--- config.mk ---
export PLATFORM = sky130hd
export DESIGN_NAME = cache_controller_flat
export DESIGN_NICKNAME = d
export VERILOG_FILES = /design/src/rtl/cache_pkg.sv /design/src/rtl/cache_if.sv /design/src/rtl/cache_perf_counter.sv /design/src/rtl/cache_controller.sv /design/src/flat_wrapper.sv
export SDC_FILE = /design/constraint.sdc
export NUM_CORES = 1
export LEC_CHECK = 0
export BUFFER_PORTS_ARGS = -buffer_cell sky130_fd_sc_hd__buf_2
export CAP_MARGIN = 20
export CORE_ASPECT_RATIO = 0.75
export CORE_UTILIZATION = 48
export DETAILED_ROUTE_END_ITERATION = 8
export GPL_ROUTABILITY_DRIVEN = 0
export GPL_TIMING_DRIVEN = 0
export PLACE_DENSITY = 0.76
export SYNTH_ARGS = -nofsm -noshare
export SYNTH_HDL_FRONTEND = slang
export SYNTH_SLANG_ARGS = --single-unit
--- constraint.sdc ---
create_clock -name clk -period 2.3 [get_ports clk]
set_input_delay 0.345 -clock clk [delete_from_list [all_inputs] [get_ports clk]]
set_output_delay 0.345 -clock clk [all_outputs]
set_load 0.02 [all_outputs]
--- src/rtl/cache_pkg.sv ---
// Shared types and defaults for the data-cache sequencing controller.
package cache_pkg;
  typedef enum logic [1:0] {IDLE, REFILL, WRITE} state_e;
  localparam int DEFAULT_WORDS_PER_BLOCK = 4;
  localparam int DEFAULT_IDX_W           = $clog2(DEFAULT_WORDS_PER_BLOCK);
endpackage

--- src/rtl/cache_if.sv ---
// Core/array/memory handshake bundle seen by the cache controller.
interface cache_if #(
  parameter int IDX_W = cache_pkg::DEFAULT_IDX_W
) ();
  logic             MemRead;
  logic             MemWrite;
  logic             Hit;
  logic             mem_ready;
  logic             stall;
  logic             mem_rd_req;
  logic             mem_wr_req;
  logic             refill_we;
  logic [IDX_W-1:0] refill_idx;
  logic             refill_done;
  logic             cache_wr_en;

  modport slave (
    input  MemRead, MemWrite, Hit, mem_ready,
    output stall, mem_rd_req, mem_wr_req, refill_we, refill_idx, refill_done, cache_wr_en
  );

  modport master (
    output MemRead, MemWrite, Hit, mem_ready,
    input  stall, mem_rd_req, mem_wr_req, refill_we, refill_idx, refill_done, cache_wr_en
  );
endinterface

--- src/rtl/cache_perf_counter.sv ---
// Free-running event counter, wraps modulo 2^CNT_W.
module cache_perf_counter
  import cache_pkg::*;
#(
  parameter int CNT_W = 32
) (
  input  logic             clk,
  input  logic             rst_n,
  input  logic             inc,
  output logic [CNT_W-1:0] count
);
  logic [CNT_W-1:0] count_q, count_d;

  always_comb count_d = count_q + CNT_W'(inc);

  always_ff @(posedge clk or negedge rst_n) begin
    if (!rst_n) count_q <= '0;
    else        count_q <= count_d;
  end

  assign count = count_q;
endmodule

--- src/rtl/cache_controller.sv ---
// Direct-mapped, write-through, no-write-allocate data cache sequencer:
// stalls the core for block refills on read misses and for every store.
module cache_controller
  import cache_pkg::*;
#(
  parameter int WORDS_PER_BLOCK = DEFAULT_WORDS_PER_BLOCK,
  parameter int CNT_W           = 32
) (
  input  logic             clk,
  input  logic             rst_n,
  cache_if.slave           bus,
  output logic [CNT_W-1:0] access_cnt,
  output logic [CNT_W-1:0] miss_cnt
);
  localparam int IDX_W = $clog2(WORDS_PER_BLOCK);
  localparam logic [IDX_W-1:0] LAST_IDX = IDX_W'(WORDS_PER_BLOCK - 1);

  state_e           state_q, state_d;
  logic [IDX_W-1:0] refill_idx_q, refill_idx_d;
  logic stall, rd_req, wr_req, we, done, cwe, acc_inc, miss_inc;

  always_comb begin
    state_d      = state_q;
    refill_idx_d = refill_idx_q;
    stall    = 1'b0;
    rd_req   = 1'b0;
    wr_req   = 1'b0;
    we       = 1'b0;
    done     = 1'b0;
    cwe      = 1'b0;
    acc_inc  = 1'b0;
    miss_inc = 1'b0;
    case (state_q)
      IDLE: begin
        // Stores win over loads; the cached word is updated only on entry.
        if (bus.MemWrite) begin
          stall   = 1'b1;
          cwe     = bus.Hit;
          state_d = WRITE;
        end else if (bus.MemRead) begin
          if (bus.Hit) begin
            acc_inc = 1'b1;
          end else begin
            stall        = 1'b1;
            miss_inc     = 1'b1;
            refill_idx_d = '0;
            state_d      = REFILL;
          end
        end
      end
      REFILL: begin
        stall  = 1'b1;
        rd_req = 1'b1;
        if (bus.mem_ready) begin
          we           = 1'b1;
          refill_idx_d = refill_idx_q + IDX_W'(1);
          if (refill_idx_q == LAST_IDX) begin
            done         = 1'b1;
            refill_idx_d = '0;
            state_d      = IDLE;
          end
        end
      end
      WRITE: begin
        wr_req = 1'b1;
        stall  = !bus.mem_ready;
        if (bus.mem_ready) begin
          acc_inc = 1'b1;
          state_d = IDLE;
        end
      end
      default: state_d = IDLE;
    endcase
  end

  always_ff @(posedge clk or negedge rst_n) begin
    if (!rst_n) begin
      state_q      <= IDLE;
      refill_idx_q <= '0;
    end else begin
      state_q      <= state_d;
      refill_idx_q <= refill_idx_d;
    end
  end

  // Outputs are forced low while reset is held, independent of the inputs.
  assign bus.stall       = rst_n & stall;
  assign bus.mem_rd_req  = rst_n & rd_req;
  assign bus.mem_wr_req  = rst_n & wr_req;
  assign bus.refill_we   = rst_n & we;
  assign bus.refill_done = rst_n & done;
  assign bus.cache_wr_en = rst_n & cwe;
  assign bus.refill_idx  = rst_n ? refill_idx_q : '0;

  cache_perf_counter #(.CNT_W(CNT_W)) u_access_cnt (
    .clk(clk), .rst_n(rst_n), .inc(acc_inc), .count(access_cnt)
  );

  cache_perf_counter #(.CNT_W(CNT_W)) u_miss_cnt (
    .clk(clk), .rst_n(rst_n), .inc(miss_inc), .count(miss_cnt)
  );
endmodule

--- src/flat_wrapper.sv ---
// flat-port wrapper written by rule: the top's interface ports become plain ports
module cache_controller_flat import cache_pkg::*;
#(
  parameter int WORDS_PER_BLOCK = DEFAULT_WORDS_PER_BLOCK,
  parameter int CNT_W           = 32
)
  (clk, rst_n, access_cnt, miss_cnt, bus_MemRead, bus_MemWrite, bus_Hit, bus_mem_ready, bus_stall, bus_mem_rd_req, bus_mem_wr_req, bus_refill_we, bus_refill_idx, bus_refill_done, bus_cache_wr_en);
  cache_if bus_i ();
  input  logic clk;
  input  logic rst_n;
  output logic [CNT_W-1:0] access_cnt;
  output logic [CNT_W-1:0] miss_cnt;
  input wire logic [$bits(bus_i.MemRead)-1:0] bus_MemRead;
  input wire logic [$bits(bus_i.MemWrite)-1:0] bus_MemWrite;
  input wire logic [$bits(bus_i.Hit)-1:0] bus_Hit;
  input wire logic [$bits(bus_i.mem_ready)-1:0] bus_mem_ready;
  output wire logic [$bits(bus_i.stall)-1:0] bus_stall;
  output wire logic [$bits(bus_i.mem_rd_req)-1:0] bus_mem_rd_req;
  output wire logic [$bits(bus_i.mem_wr_req)-1:0] bus_mem_wr_req;
  output wire logic [$bits(bus_i.refill_we)-1:0] bus_refill_we;
  output wire logic [$bits(bus_i.refill_idx)-1:0] bus_refill_idx;
  output wire logic [$bits(bus_i.refill_done)-1:0] bus_refill_done;
  output wire logic [$bits(bus_i.cache_wr_en)-1:0] bus_cache_wr_en;
  assign bus_i.MemRead = bus_MemRead;
  assign bus_i.MemWrite = bus_MemWrite;
  assign bus_i.Hit = bus_Hit;
  assign bus_i.mem_ready = bus_mem_ready;
  assign bus_stall = bus_i.stall;
  assign bus_mem_rd_req = bus_i.mem_rd_req;
  assign bus_mem_wr_req = bus_i.mem_wr_req;
  assign bus_refill_we = bus_i.refill_we;
  assign bus_refill_idx = bus_i.refill_idx;
  assign bus_refill_done = bus_i.refill_done;
  assign bus_cache_wr_en = bus_i.cache_wr_en;
  cache_controller #(.WORDS_PER_BLOCK(WORDS_PER_BLOCK), .CNT_W(CNT_W)) u_core (.clk(clk), .rst_n(rst_n), .bus(bus_i), .access_cnt(access_cnt), .miss_cnt(miss_cnt));
endmodule
==> reports/qor.yml <==
fin_crit_ps: 2190
clock-sinks: 68
antenna_found_initial: 0
cp.required_ps: 2560
grt_max_degree: 75
cp.arrival_ps: 2450
overflow: 0
cts_buffer_depth: 2
ys_seq_area_share_pct: 53.2
synth_area_um2: 3200
io_pins: 78
nFillCells: 555
synth_ff_type: "dfrtp_1"
dp_hpwl_um: 4520
rsz0062_at_grt: "true"
syn_avg_cell_area_um2: 11.2
wl_per_cell_um: 14.5
yosysTopAreaCell: "dfrtp_1"
netlist_top_cells_count: "68 x dfrtp_1, 41 x xnor2_1, 27 x nand3_1"
min_path_type: "primary input to asynchronous set/reset pin"
status: "completed"
relSlewSlack_pct: 33.7
setup_viol: 0
ir_drop_mv: 0.572
dp_cells: 442
finalCritPeriodShare_pct: 95.2
crit_fanout: 7
critPathCaptureType: "flop"
drv_cap: 0
place_area_um2: 3680
cts_tree: "yes"
synth_area_leaders: "dfrtp_1 53%, xnor2_1 11%, xor2_1 4.9%"
nets: 387
synth_edf_count: 0
antenna_cells: 0
area_growth_pct: 24.9
core_um2: 6380
wirelength_um: 6680
die_x_um: 96.3
drt_iter0_markers: 91
p_int_w: 0.00205
hold-worst-slack_ps: 131
fin_area_um2: 3990
numCtsBuffers: 9
combPwrFrac_pct: 16.9
tightestPinTransition_ps: 986
vias: 2467
drt_first_pass_iters: 4
dieArea_um2: 7000
synthArstFlopShare_pct: 100
dieHeight_um: 72.7
vias_per_cell: 5.35
synth_top_area_share_pct: 53.2
clock_latency_ps: 340
root_buffer: "clkbuf_8"
rows: 25
critPathLaunchType: "flop"
grt_pass1_vias: 2194
dp_slack_ps: -388
pwr-share-seq_pct: 49.1
grtUsageTotal_pct: 19.7
yosysWarnings: 0
swShare_pct: 30.0
r2r_slack_ps: 110
yosys.cell_types.count: 37
ant_nets: 0
clock.fmax_ghz: 0.457
stdcell_count: 461
crit_type: "flop to flop"
hold_violations: 0
ys_seq_elements: 68
syn-instance-count: 285
slew_violations: 0
layout_setup_ws_ps: 111
synth_most_common_cell: "dfrtp_1"
cellLeakagePower_nw: 2.03
skew_ps: 9.37
io_buffers: 76
clkPwrFrac_pct: 34.0
syn-num-nets: 297
grt_pass1_wl_um: 10300
drc_errors: 0
start_util_pct: 50.1
path_clk_slew_ps: 70
powerDensity_nw_per_um2: 734
drive_gt1_share_pct: 32.9
p_sw_w: 0.000878
ctsHtreeMaxLevel: 3
-- through the flow --
| stage | TNS [ps] | total power, W | util [%] |
|---|---|---|---|
| 6_report | 0 | 0.00293 | 62.6 |
| 5_1_grt | -85.8 | 0.00307 | 62.6 |
| 4_1_cts | 0 | 0.00293 | 61.7 |
| 3_5_place_dp | -7300 | 0.00191 | 57.7 |
| 3_3_place_gp | -6980 | 0.00189 | 57.7 |
| 2_1_floorplan | 0 | 0.00172 | - |
-- critical path, cell delays in order (launching register included) --
cell     delay [ps]
dfrtp_2         450
nor2_2          150
a32oi_1         110
nor2_1          160
ha_1            180
nand3_2         160
or4_4           550
nor3_2          220
xnor2_1         130
-- cells by family (layout without fill, tap and decap cells) --
| family | after synthesis | after routing | synth area share, % |
|---|---|---|---|
| AND/OR/NAND/NOR | 130 | 130 | 24.2 |
| XOR/XNOR | 60 | 60 | 16.7 |
| AO/OA/AOI/OAI | 9 | 9 | 1.96 |
| flip-flops | 68 | 68 | 53.2 |
| buffers and inverters | 12 | 107 | 1.64 |
| adder cells (fa/ha/maj) | 6 | 6 | 2.35 |
-- placed cells by master, fill, tap and decap left out, types with 2 or more instances in the layout --
cell type,instances
nor4_2,7
nor2_1,17
or4_4,2
inv_1,5
and2_1,4
clkinv_2,2
xor2_1,18
and4_1,6
clkbuf_8,11
dfrtp_1,67
ha_2,2
buf_4,6
xnor2_1,41
nand4_1,18
buf_2,75
a22o_1,2
nand2_1,20
nor3_1,3
and3_1,6
nand3_2,2
clkbuf_1,4
nand3_1,25
nor4_4,3
o21ai_0,3
ha_1,4
-- power groups by stage --
stage	combinational [W]	sequential (W)	clock, W
floorplan	0.000197	0.00152	0
global placement	0.000456	0.00144	0
detailed placement	0.000474	0.00144	0
CTS	0.000461	0.00144	0.00103
global route	0.000543	0.00146	0.00107
finish	0.000495	0.00144	0.000995
-- state kept, by name (all words and copies together) (netlist names) --
| register | flops |
|---|---|
| u_core.refill_idx_q | 2 |
| u_core.state_q | 2 |
| u_core.u_miss_cnt.count | 32 |
| u_core.u_access_cnt.count | 32 |
-- layout make-up --
class                   instances  area (um2)  area share (%)
clock inverters                 4        47.5            1.19
plain buffers                   5        27.5           0.689
multi-input cells             205        1520            38.1
well taps                      81         101            2.54
clock buffers                  12         155            3.88
flip-flops and latches         68        1700            42.6
inverters                       5        18.8           0.470
repair buffers                 81         420            10.5
-- worst paths after layout --
kind	endpoint	depth (start not counted)	startpoint
max	u_core.u_access_cnt.count[21]	8	u_core.state_q[1]
min	u_core.u_miss_cnt.count[20]	1	rst_n
max reg2reg	u_core.u_access_cnt.count[21]	8	u_core.state_q[1]
min reg2reg	u_core.u_access_cnt.count[31]	1	u_core.u_access_cnt.count[31]
max in group asynchronous	u_core.state_q[1]	1	rst_n
min in group clk	u_core.state_q[1]	3	bus_MemWrite
-- repair_timing --
item	4_1_cts	5_1_grt
gates resized for setup	9	10
buffers inserted	2	3
cloned	0	0
setup endpoints to repair	34	33
pin swaps	1	5
hold buffers	0	0
-- metal layers --
metal | vias to the layer above | wire length [um] | global-route usage, %
li1 | 1184 | - | -
met1 | 1206 | 3220 | 26.9
met2 | 67 | 3030 | 29.6
met3 | 10 | 333 | 5.63
met4 | 0 | 102 | 8.13
met5 | - | 0 | 0
(Power assumes the default switching activity.)
